**config.mk**
```make
export PLATFORM = sky130hd
export DESIGN_NAME = mmio_uart_tx
export DESIGN_NICKNAME = d
export VERILOG_FILES = /design/src/rtl/mmio_pkg.sv /design/src/rtl/sync_fifo.sv /design/src/rtl/mmio_uart_tx.sv
export SDC_FILE = /design/constraint.sdc
export NUM_CORES = 1
export LEC_CHECK = 0
export CORE_UTILIZATION = 48
export CTS_CLUSTER_DIAMETER = 40
export DETAILED_ROUTE_END_ITERATION = 10
export PLACE_DENSITY = 0.75
export SYNTH_ARGS = -nofsm -noshare
export SYNTH_HDL_FRONTEND = slang
export SYNTH_SLANG_ARGS = --single-unit
```
**constraint.sdc**
```tcl
create_clock -name clk -period 3.3 [get_ports clk]
set_input_delay 0.66 -clock clk [delete_from_list [all_inputs] [get_ports clk]]
set_output_delay 0.66 -clock clk [all_outputs]
set_load 0.05 [all_outputs]
```
**src/rtl/mmio_pkg.sv**
```systemverilog
// Register map and STATUS layout for MMIO peripherals on the CPU data bus.
package mmio_pkg;

  // Byte offsets inside a 16-byte register window; only bits [3:2] decode.
  localparam logic [3:0] REG_DATA   = 4'h0;
  localparam logic [3:0] REG_STATUS = 4'h4;
  localparam logic [3:0] REG_DIV    = 4'h8;
  localparam logic [3:0] REG_RSVD   = 4'hC;

  // STATUS register bit positions.
  localparam int unsigned ST_BUSY      = 0;
  localparam int unsigned ST_FULL      = 1;
  localparam int unsigned ST_EMPTY     = 2;
  localparam int unsigned ST_OVF       = 3;
  localparam int unsigned ST_COUNT_LSB = 4;

endpackage

```
**src/rtl/sync_fifo.sv**
```systemverilog
// Single-clock FIFO with registered occupancy count; DEPTH must be a power of two.
module sync_fifo #(
  parameter int unsigned WIDTH = 8,
  parameter int unsigned DEPTH = 4
) (
  input  logic                     clk,
  input  logic                     rst,
  input  logic                     push,
  input  logic                     pop,
  input  logic [WIDTH-1:0]         wdata,
  output logic [WIDTH-1:0]         rdata,
  output logic                     full,
  output logic                     empty,
  output logic [$clog2(DEPTH):0]   count
);

  localparam int unsigned AW = $clog2(DEPTH);

  logic [WIDTH-1:0] mem [DEPTH];
  logic [AW-1:0]    wr_ptr;
  logic [AW-1:0]    rd_ptr;
  logic             do_push;
  logic             do_pop;

  // Full/empty come from the registered count, so a push while full is
  // refused even when a pop happens in the same cycle.
  assign full    = (count == (AW+1)'(DEPTH));
  assign empty   = (count == '0);
  assign do_push = push && !full;
  assign do_pop  = pop && !empty;
  assign rdata   = mem[rd_ptr];

  // Storage array; contents need no reset because the pointers define validity.
  always_ff @(posedge clk) begin
    if (do_push) mem[wr_ptr] <= wdata;
  end

  // Pointer and occupancy bookkeeping; pointers wrap naturally at DEPTH.
  always_ff @(posedge clk or negedge rst) begin
    if (!rst) begin
      wr_ptr <= '0;
      rd_ptr <= '0;
      count  <= '0;
    end else begin
      if (do_push) wr_ptr <= wr_ptr + AW'(1);
      if (do_pop)  rd_ptr <= rd_ptr + AW'(1);
      case ({do_push, do_pop})
        2'b10:   count <= count + (AW+1)'(1);
        2'b01:   count <= count - (AW+1)'(1);
        default: count <= count;
      endcase
    end
  end

endmodule

```
**src/rtl/mmio_uart_tx.sv**
```systemverilog
// Memory-mapped 8N1 UART transmitter: DATA/STATUS/DIV registers, TX FIFO, shifter.
module mmio_uart_tx
  import mmio_pkg::*;
#(
  parameter logic [31:0] BASE_ADDR    = 32'h0000_4000,
  parameter logic [15:0] CLKS_PER_BIT = 16'd16,
  parameter int unsigned FIFO_DEPTH   = 4
) (
  input  logic        clk,
  input  logic        rst,
  input  logic [31:0] addr,
  input  logic [31:0] data_in,
  input  logic [3:0]  wr_strobe,
  input  logic        rd_strobe,
  output logic [31:0] data_out,
  output logic        txd,
  output logic        irq
);

  typedef enum logic [1:0] {IDLE, START, DATA, STOP} state_t;

  localparam int unsigned CW = $clog2(FIFO_DEPTH) + 1;

  state_t        state, state_next;
  logic          hit, bus_wr, bus_rd, push, pop, load, tick, txd_next;
  logic [1:0]    sel;
  logic          fifo_full, fifo_empty;
  logic [CW-1:0] fifo_count;
  logic [7:0]    fifo_rdata;
  logic [15:0]   div, div_eff, reload, timer;
  logic [2:0]    bit_idx;
  logic [7:0]    shreg;
  logic          ovf;
  logic [31:0]   status_word;
  logic          unused_bits;

  assign unused_bits = ^{addr[1:0], data_in[31:16]};

  assign hit    = (addr[31:4] == BASE_ADDR[31:4]);
  assign sel    = addr[3:2];
  assign bus_wr = hit && (wr_strobe != '0);
  assign bus_rd = hit && rd_strobe;
  assign push   = bus_wr && (sel == REG_DATA[3:2]) && wr_strobe[0];

  assign div_eff = (div == '0) ? 16'd1 : div;
  assign tick    = (timer == '0);

  always_comb begin
    status_word                              = '0;
    status_word[ST_BUSY]                     = (state != IDLE);
    status_word[ST_FULL]                     = fifo_full;
    status_word[ST_EMPTY]                    = fifo_empty;
    status_word[ST_OVF]                      = ovf;
    status_word[ST_COUNT_LSB +: 3]           = 3'(fifo_count);
  end

  sync_fifo #(
    .WIDTH (8),
    .DEPTH (FIFO_DEPTH)
  ) u_fifo (
    .clk   (clk),
    .rst   (rst),
    .push  (push),
    .pop   (pop),
    .wdata (data_in[7:0]),
    .rdata (fifo_rdata),
    .full  (fifo_full),
    .empty (fifo_empty),
    .count (fifo_count)
  );

  // Bus side: registered read data, sticky overflow flag, divisor register.
  always_ff @(posedge clk or negedge rst) begin
    if (!rst) begin
      data_out <= '0;
      ovf      <= 1'b0;
      div      <= CLKS_PER_BIT;
    end else begin
      if (bus_rd) begin
        unique case (sel)
          REG_STATUS[3:2]: data_out <= status_word;
          REG_DIV[3:2]:    data_out <= {16'h0000, div};
          default:         data_out <= '0;
        endcase
      end
      // A read of STATUS clears OVF after capture; a new overflow wins.
      if (bus_rd && sel == REG_STATUS[3:2]) ovf <= 1'b0;
      if (push && fifo_full)                ovf <= 1'b1;
      if (bus_wr && sel == REG_DIV[3:2]) begin
        if (wr_strobe[0]) div[7:0]  <= data_in[7:0];
        if (wr_strobe[1]) div[15:8] <= data_in[15:8];
      end
    end
  end

  // Shifter state register.
  always_ff @(posedge clk or negedge rst) begin
    if (!rst) state <= IDLE;
    else      state <= state_next;
  end

  // Next state, FIFO pop and frame load; STOP chains straight into START when
  // another byte is waiting so back-to-back frames have no idle gap.
  always_comb begin
    state_next = state;
    pop        = 1'b0;
    load       = 1'b0;
    txd_next   = 1'b1;
    unique case (state)
      IDLE: begin
        if (!fifo_empty) begin
          pop        = 1'b1;
          load       = 1'b1;
          state_next = START;
        end
      end
      START: begin
        txd_next = 1'b0;
        if (tick) state_next = DATA;
      end
      DATA: begin
        txd_next = shreg[bit_idx];
        if (tick && bit_idx == 3'd7) state_next = STOP;
      end
      STOP: begin
        if (tick) begin
          if (!fifo_empty) begin
            pop        = 1'b1;
            load       = 1'b1;
            state_next = START;
          end else begin
            state_next = IDLE;
          end
        end
      end
      default: state_next = IDLE;
    endcase
  end

  // Bit timer, bit index, shift data and registered line/interrupt outputs.
  always_ff @(posedge clk or negedge rst) begin
    if (!rst) begin
      reload  <= '0;
      timer   <= '0;
      bit_idx <= '0;
      shreg   <= '0;
      txd     <= 1'b1;
      irq     <= 1'b1;
    end else begin
      if (load) begin
        reload  <= div_eff;
        timer   <= div_eff - 16'd1;
        bit_idx <= '0;
        shreg   <= fifo_rdata;
      end else if (state != IDLE) begin
        if (tick) begin
          timer <= reload - 16'd1;
          if (state == DATA) bit_idx <= bit_idx + 3'd1;
        end else begin
          timer <= timer - 16'd1;
        end
      end
      txd <= txd_next;
      irq <= (state == IDLE) && fifo_empty;
    end
  end

endmodule

```
==> results.cfg, run 1 <==
[floorplan]
start_util_pct = 49.2
fp.dieW_um = 113
die_h_um = 113
fp.coreArea_um2 = 12000
ios = 105
die_area_um2 = 12700
num_rows = 40

[finish]
antenna_cells = 0
synthToLayoutAreaGrowth_pct = 24.2
num-nets-final = 719
finish.utilization_pct = 61.2
drive_gt1_share_pct = 13.6

[synthesis]
syn_inst = 560
synth_cell_types = 53
synth_flop_cell = dfrtp_1
seq_area_frac_synth_pct = 53.3
synth_edf_count = 32
ys_seq_elements = 119
synth.most_common_cell = nand2_1
synthArstFlopShare_pct = 73.1
synth_top_area_share_pct = 35.7
synth_area_per_cell_um2 = 10.5
synthTopCellsByCount = nand2_1 (119), dfrtp_1 (84), nor2_1 (41)
synth_area_um2 = 5890
synth.area.top_cells = dfrtp_1 (36%), edfxtp_1 (16%), nand2_1 (7.6%)
yosysWarnings = 0
synth_top_area_cell = dfrtp_1

[clocking]
cts_tree = done
cts_buffers = 17
cts_root_buf = clkbuf_16
clk_latency_ps = 410
clock_sinks = 119
clk_pin_slew_ps = 60
clk_path_buf_depth = 2
cts-htree-levels = 4
post_cts_buffers = 0

[power_and_ir_drop]
p_per_area_nw_per_um2 = 611
clkPwrFrac_pct = 40.2
seq_power_share_pct = 36.2
switching_power_mw = 1.35
intPower_mw = 3.12
swShare_pct = 30.2
pwr-share-comb_pct = 23.6
vdd_drop_max_v = 0.000337
p_leak_nw = 3.20

[sta]
fin_tns_setup_ps = 0
fmax_mhz = 333
clock_skew_ps = 7.38
rsz0062_at_grt = no
final.period_utilization_pct = 91.0
finalSetupViolCount = 0
slew_violations = 0
finalHoldViolCount = 0
slew_headroom_pct = 26.7
tightest_slew_ps = 1100
fin_crit_ps = 3000

[setup_path]
cp.required_ps = 3550
r2r_slack_ps = 300
arrival_ps = 3260
worstPathMaxFanout = 45
path_class = reg -> reg
r2r-end = timer[11]$_DFFE_PN0P_
crit_path_end_kind = flop
reg2regPathDepth = 11
r2r_start = state[0]$_DFFE_PN0P_
cp-start-kind = flop

[global_routing]
grt_max_degree = 87
grt.total_usage_pct = 23.3
antenna_found_initial = 0
grt_pass1_wl_um = 23000
first_global_vias = 4618
gr-total-overflow = 0

[status]
status = complete, no violations

[route]
vias_per_cell = 5.63
ant_nets = 0
wl_per_cell_um = 17.2
vias = 4457
drc_errors = 0
drt_iter0_drc = 379
firstDrtPassIters = 5
wl_um = 13600

[place]
place.gp.congestion = 0.847
hpwl_um = 9160
port_buffers = 68

[flow_run]
max-cap-violations = 0

[hold_path]
hold_path_class = in -> async
## critical path: stages, from the launching register on
cell and delay, ps:
dfrtp_1 450, inv_1 90, ha_1 330, nand2b_1 180, nor2_2 70, a21oi_4 230, buf_12 250, mux2i_1 150
or2_1 410, nor4_4 400, xor2_1 180, a21oi_1 80
## repair_timing
action,4_1_cts,5_1_grt
endpoints found under the setup margin,0,4
resized for setup,0,4
endpoints found under the hold margin,0,0
hold buffers,0,0
## flip-flops by register name (all words and copies together) (netlist names)
register,cells
u_fifo.mem,32
u_fifo.rd_ptr,2
u_fifo.count,3
txd,1
reload,16
shreg,8
div,16
irq,1
state,2
bit_idx,3
timer,16
ovf,1
data_out,16
u_fifo.wr_ptr,2
## final cells by class
type,instances,area (µm²)
Fill cell,914,4650
Sequential cell,119,3140
Multi-Input combinational cell,395,2520
Timing Repair Buffer,84,823
Clock buffer,18,429
Tap cell,147,184
Clock inverter,14,154
Inverter,15,60.1
## routing by layer
metal  global-route usage (%)  up-vias  wire [µm]
li1                         -     2080          -
met1                     29.2     2142       5470
met2                     39.1      203       6880
met3                     5.20       32        940
met4                     9.96        0        316
met5                        0        -          0
## per-stage QoR
stage                     instance area [µm²]  std cells  worst slack (ps)  power, mW  hold WS (ps)
after floorplan                          5950        575               189       2.37           364
after global placement                   6710        760               313       2.65           450
after detailed placement                 6710        760               213       2.68           457
after CTS                                7300        792               230       4.48           469
after global routing                     7310        792              66.4       4.66           496
final                                    7310        792               296       4.47           454
## power by group through the flow
stage	logic, mW	registers (mW)	clock network [mW]
finish	1.06	1.62	1.80
CTS	1.05	1.62	1.81
detailed placement	1.03	1.64	0
global placement	1.01	1.64	0
global route	1.15	1.62	1.88
floorplan	0.742	1.63	0
## cells in the final DEF, fill, tap and decap left out, types with 2 or more instances in the layout
cell type / n
mux2i_1: 8
o21a_1: 9
inv_1: 14
nand3_1: 6
dfrtp_1: 84
nor4_1: 14
and3_1: 2
o21ai_0: 34
buf_4: 15
o32ai_1: 6
a31oi_1: 3
nor3_1: 7
nor2_1: 40
o2bb2ai_1: 2
conb_1: 16
a22o_1: 3
dfstp_2: 3
xnor2_1: 11
bufinv_16: 2
ha_1: 15
mux2_2: 16
clkbuf_16: 17
xor2_1: 8
mux4_2: 10
and2_1: 5
a21oi_1: 28
clkinv_4: 6
buf_12: 2
o31a_1: 2
nand4_1: 3
nand2_1: 119
nand2b_1: 3
edfxtp_1: 32
clkdlybuf4s50_1: 67
inv_6: 2
clkinvlp_4: 3
o32ai_2: 3
## kinds of logic (layout without fill, tap and decap cells)
| family | after synthesis | count (layout) | share of synthesized area [%] |
|---|---|---|---|
| other cells | 1 | 16 | 0.0637 |
| fa+ha+maj | 16 | 16 | 3.53 |
| compound gates | 99 | 99 | 10.9 |
| simple gates | 211 | 211 | 16.1 |
| flops | 119 | 119 | 53.3 |
| xor+xnor | 19 | 19 | 2.83 |
| buf+inv | 61 | 131 | 5.03 |
| mux | 34 | 34 | 8.24 |
## worst max-delay path by stage
| stage | startpoint | to | depth (start not counted) |
|---|---|---|---|
| final | state[0]$_DFFE_PN0P_ | timer[11]$_DFFE_PN0P_ | 11 |
| after global routing | state[0]$_DFFE_PN0P_ | timer[14]$_DFFE_PN0P_ | 13 |
| after CTS | state[0]$_DFFE_PN0P_ | u_fifo.count[2]$_DFFE_PN0P_ | 13 |
| after detailed placement | addr[7] | u_fifo.count[2]$_DFFE_PN0P_ | 13 |
| after global placement | addr[7] | u_fifo.count[2]$_DFFE_PN0P_ | 13 |
| after floorplan | state[0]$_DFFE_PN0P_ | u_fifo.count[2]$_DFFE_PN0P_ | 14 |
No activity file was read; power rests on OpenSTA's default activity.
==> run 2, diff against run 1 <==
--- a/config.mk
+++ b/config.mk
@@ -6,6 +6,7 @@
 export NUM_CORES = 1
 export LEC_CHECK = 0
 export CORE_UTILIZATION = 48
+export CTS_BUF_LIST = sky130_fd_sc_hd__clkbuf_8 sky130_fd_sc_hd__clkbuf_16
 export CTS_CLUSTER_DIAMETER = 40
 export DETAILED_ROUTE_END_ITERATION = 10
 export PLACE_DENSITY = 0.75
==> results.cfg, run 2 (same netlist as run 1, synthesis figures left out) <==
[floorplan]
fp.dieW_um = 113
num_rows = 40
ios = 105
fp.coreArea_um2 = 12000
die_area_um2 = 12700
start_util_pct = 49.2
die_h_um = 113

[global_routing]
grt_max_degree = 87
first_global_vias = 4618
gr-total-overflow = 0
antenna_found_initial = 0
grt_pass1_wl_um = 23000
grt.total_usage_pct = 23.3

[route]
ant_nets = 0
wl_um = 13700
wl_per_cell_um = 17.2
vias = 4456
drt_iter0_drc = 395
firstDrtPassIters = 5
vias_per_cell = 5.63
drc_errors = 0

[clocking]
clk_pin_slew_ps = 50
clk_path_buf_depth = 2
cts-htree-levels = 4
cts_tree = done
clk_latency_ps = 410
cts_buffers = 17
clock_sinks = 119
post_cts_buffers = 0
cts_root_buf = clkbuf_16

[finish]
regMostFlops = u_fifo.mem
antenna_cells = 0
fin_area_um2 = 7310
drive_gt1_share_pct = 13.6
largest_reg_flops = 32
num-nets-final = 719
layout_common_cells = nand2_1 (119), dfrtp_1 (84), clkdlybuf4s50_1 (67)
layout_commonest_cell = nand2_1
finish.utilization_pct = 61.2
synthToLayoutAreaGrowth_pct = 24.2
final_cells = 792

[sta]
fin_tns_setup_ps = 0
final.period_utilization_pct = 91.0
slew_headroom_pct = 26.4
fin_crit_ps = 3000
finalHoldViolCount = 0
rsz0062_at_grt = no
slew_violations = 0
fmax_mhz = 333
tightest_slew_ps = 1100
clock_skew_ps = 7.66
finalSetupViolCount = 0
whs_ps = 455

[power_and_ir_drop]
p_per_area_nw_per_um2 = 611
vdd_drop_max_v = 0.000338
p_leak_nw = 3.20

[setup_path]
cp-startpoint = state[0]$_DFFE_PN0P_
path_class = reg -> reg
crit_path_end_kind = flop
cp-start-kind = flop
cp.required_ps = 3550
reg2regPathDepth = 11
arrival_ps = 3260
worstPathMaxFanout = 45
r2r_slack_ps = 300
r2r_start = state[0]$_DFFE_PN0P_
r2r-end = timer[11]$_DFFE_PN0P_

[hold_path]
hold_path_class = in -> async

[flow_run]
max-cap-violations = 0

[place]
place.gp.congestion = 0.847
place_inst = 760
port_buffers = 68
hpwl_um = 9160
place_area_um2 = 6710

[status]
status = complete, no violations
run 2: worst max-delay path, cell delays in order, from the launching register on:
cell	delay [ps]
dfrtp_1	450
inv_1	90
ha_1	330
nand2b_1	180
nor2_2	70
a21oi_4	230
buf_12	250
mux2i_1	160
or2_1	410
nor4_4	400
xor2_1	180
a21oi_1	80
run 2: how the worst max path moves through the flow:
stage,end,slack [ps],cells past startpoint
after floorplan,u_fifo.count[2]$_DFFE_PN0P_,190,14
after global routing,timer[14]$_DFFE_PN0P_,70,13
after detailed placement,u_fifo.count[2]$_DFFE_PN0P_,210,13
after CTS,u_fifo.count[2]$_DFFE_PN0P_,230,13
final,timer[11]$_DFFE_PN0P_,300,11
after global placement,u_fifo.count[2]$_DFFE_PN0P_,310,13
run 2: power by group:
| part | internal (mW) | switching (mW) |
|---|---|---|
| clock network | 1.11 | 0.683 |
| logic | 0.433 | 0.624 |
| registers | 1.57 | 0.0454 |
run 2: what timing repair did:
action | in CTS | in global routing
endpoints found under the setup margin | 0 | 4
resized for setup | 0 | 4
hold buffers | 0 | 0
run 2: per-layer routing:
metal / vias up / global-route usage (%) / wire length [µm]
met2: 197 / 39.1 / 6890
met5: - / 0 / 0
met1: 2148 / 29.2 / 5560
li1: 2082 / - / -
met4: 0 / 9.96 / 306
met3: 29 / 5.20 / 904
run 2: per-stage QoR:
step                      total power, mW  setup slack [ps]
final                                4.47               297
after global routing                 4.66              66.4
after CTS                            4.48               230
after detailed placement             2.68               213
after global placement               2.65               313
after floorplan                      2.37               189
run 2: cell type report:
type | instances | area [µm²]
inverter | 15 | 60.1
tap | 147 | 184
sequential | 119 | 3140
clock inverter | 15 | 158
fill | 914 | 4650
timing repair buffer | 84 | 823
multi-input combinational | 395 | 2520
clock buffer | 17 | 425
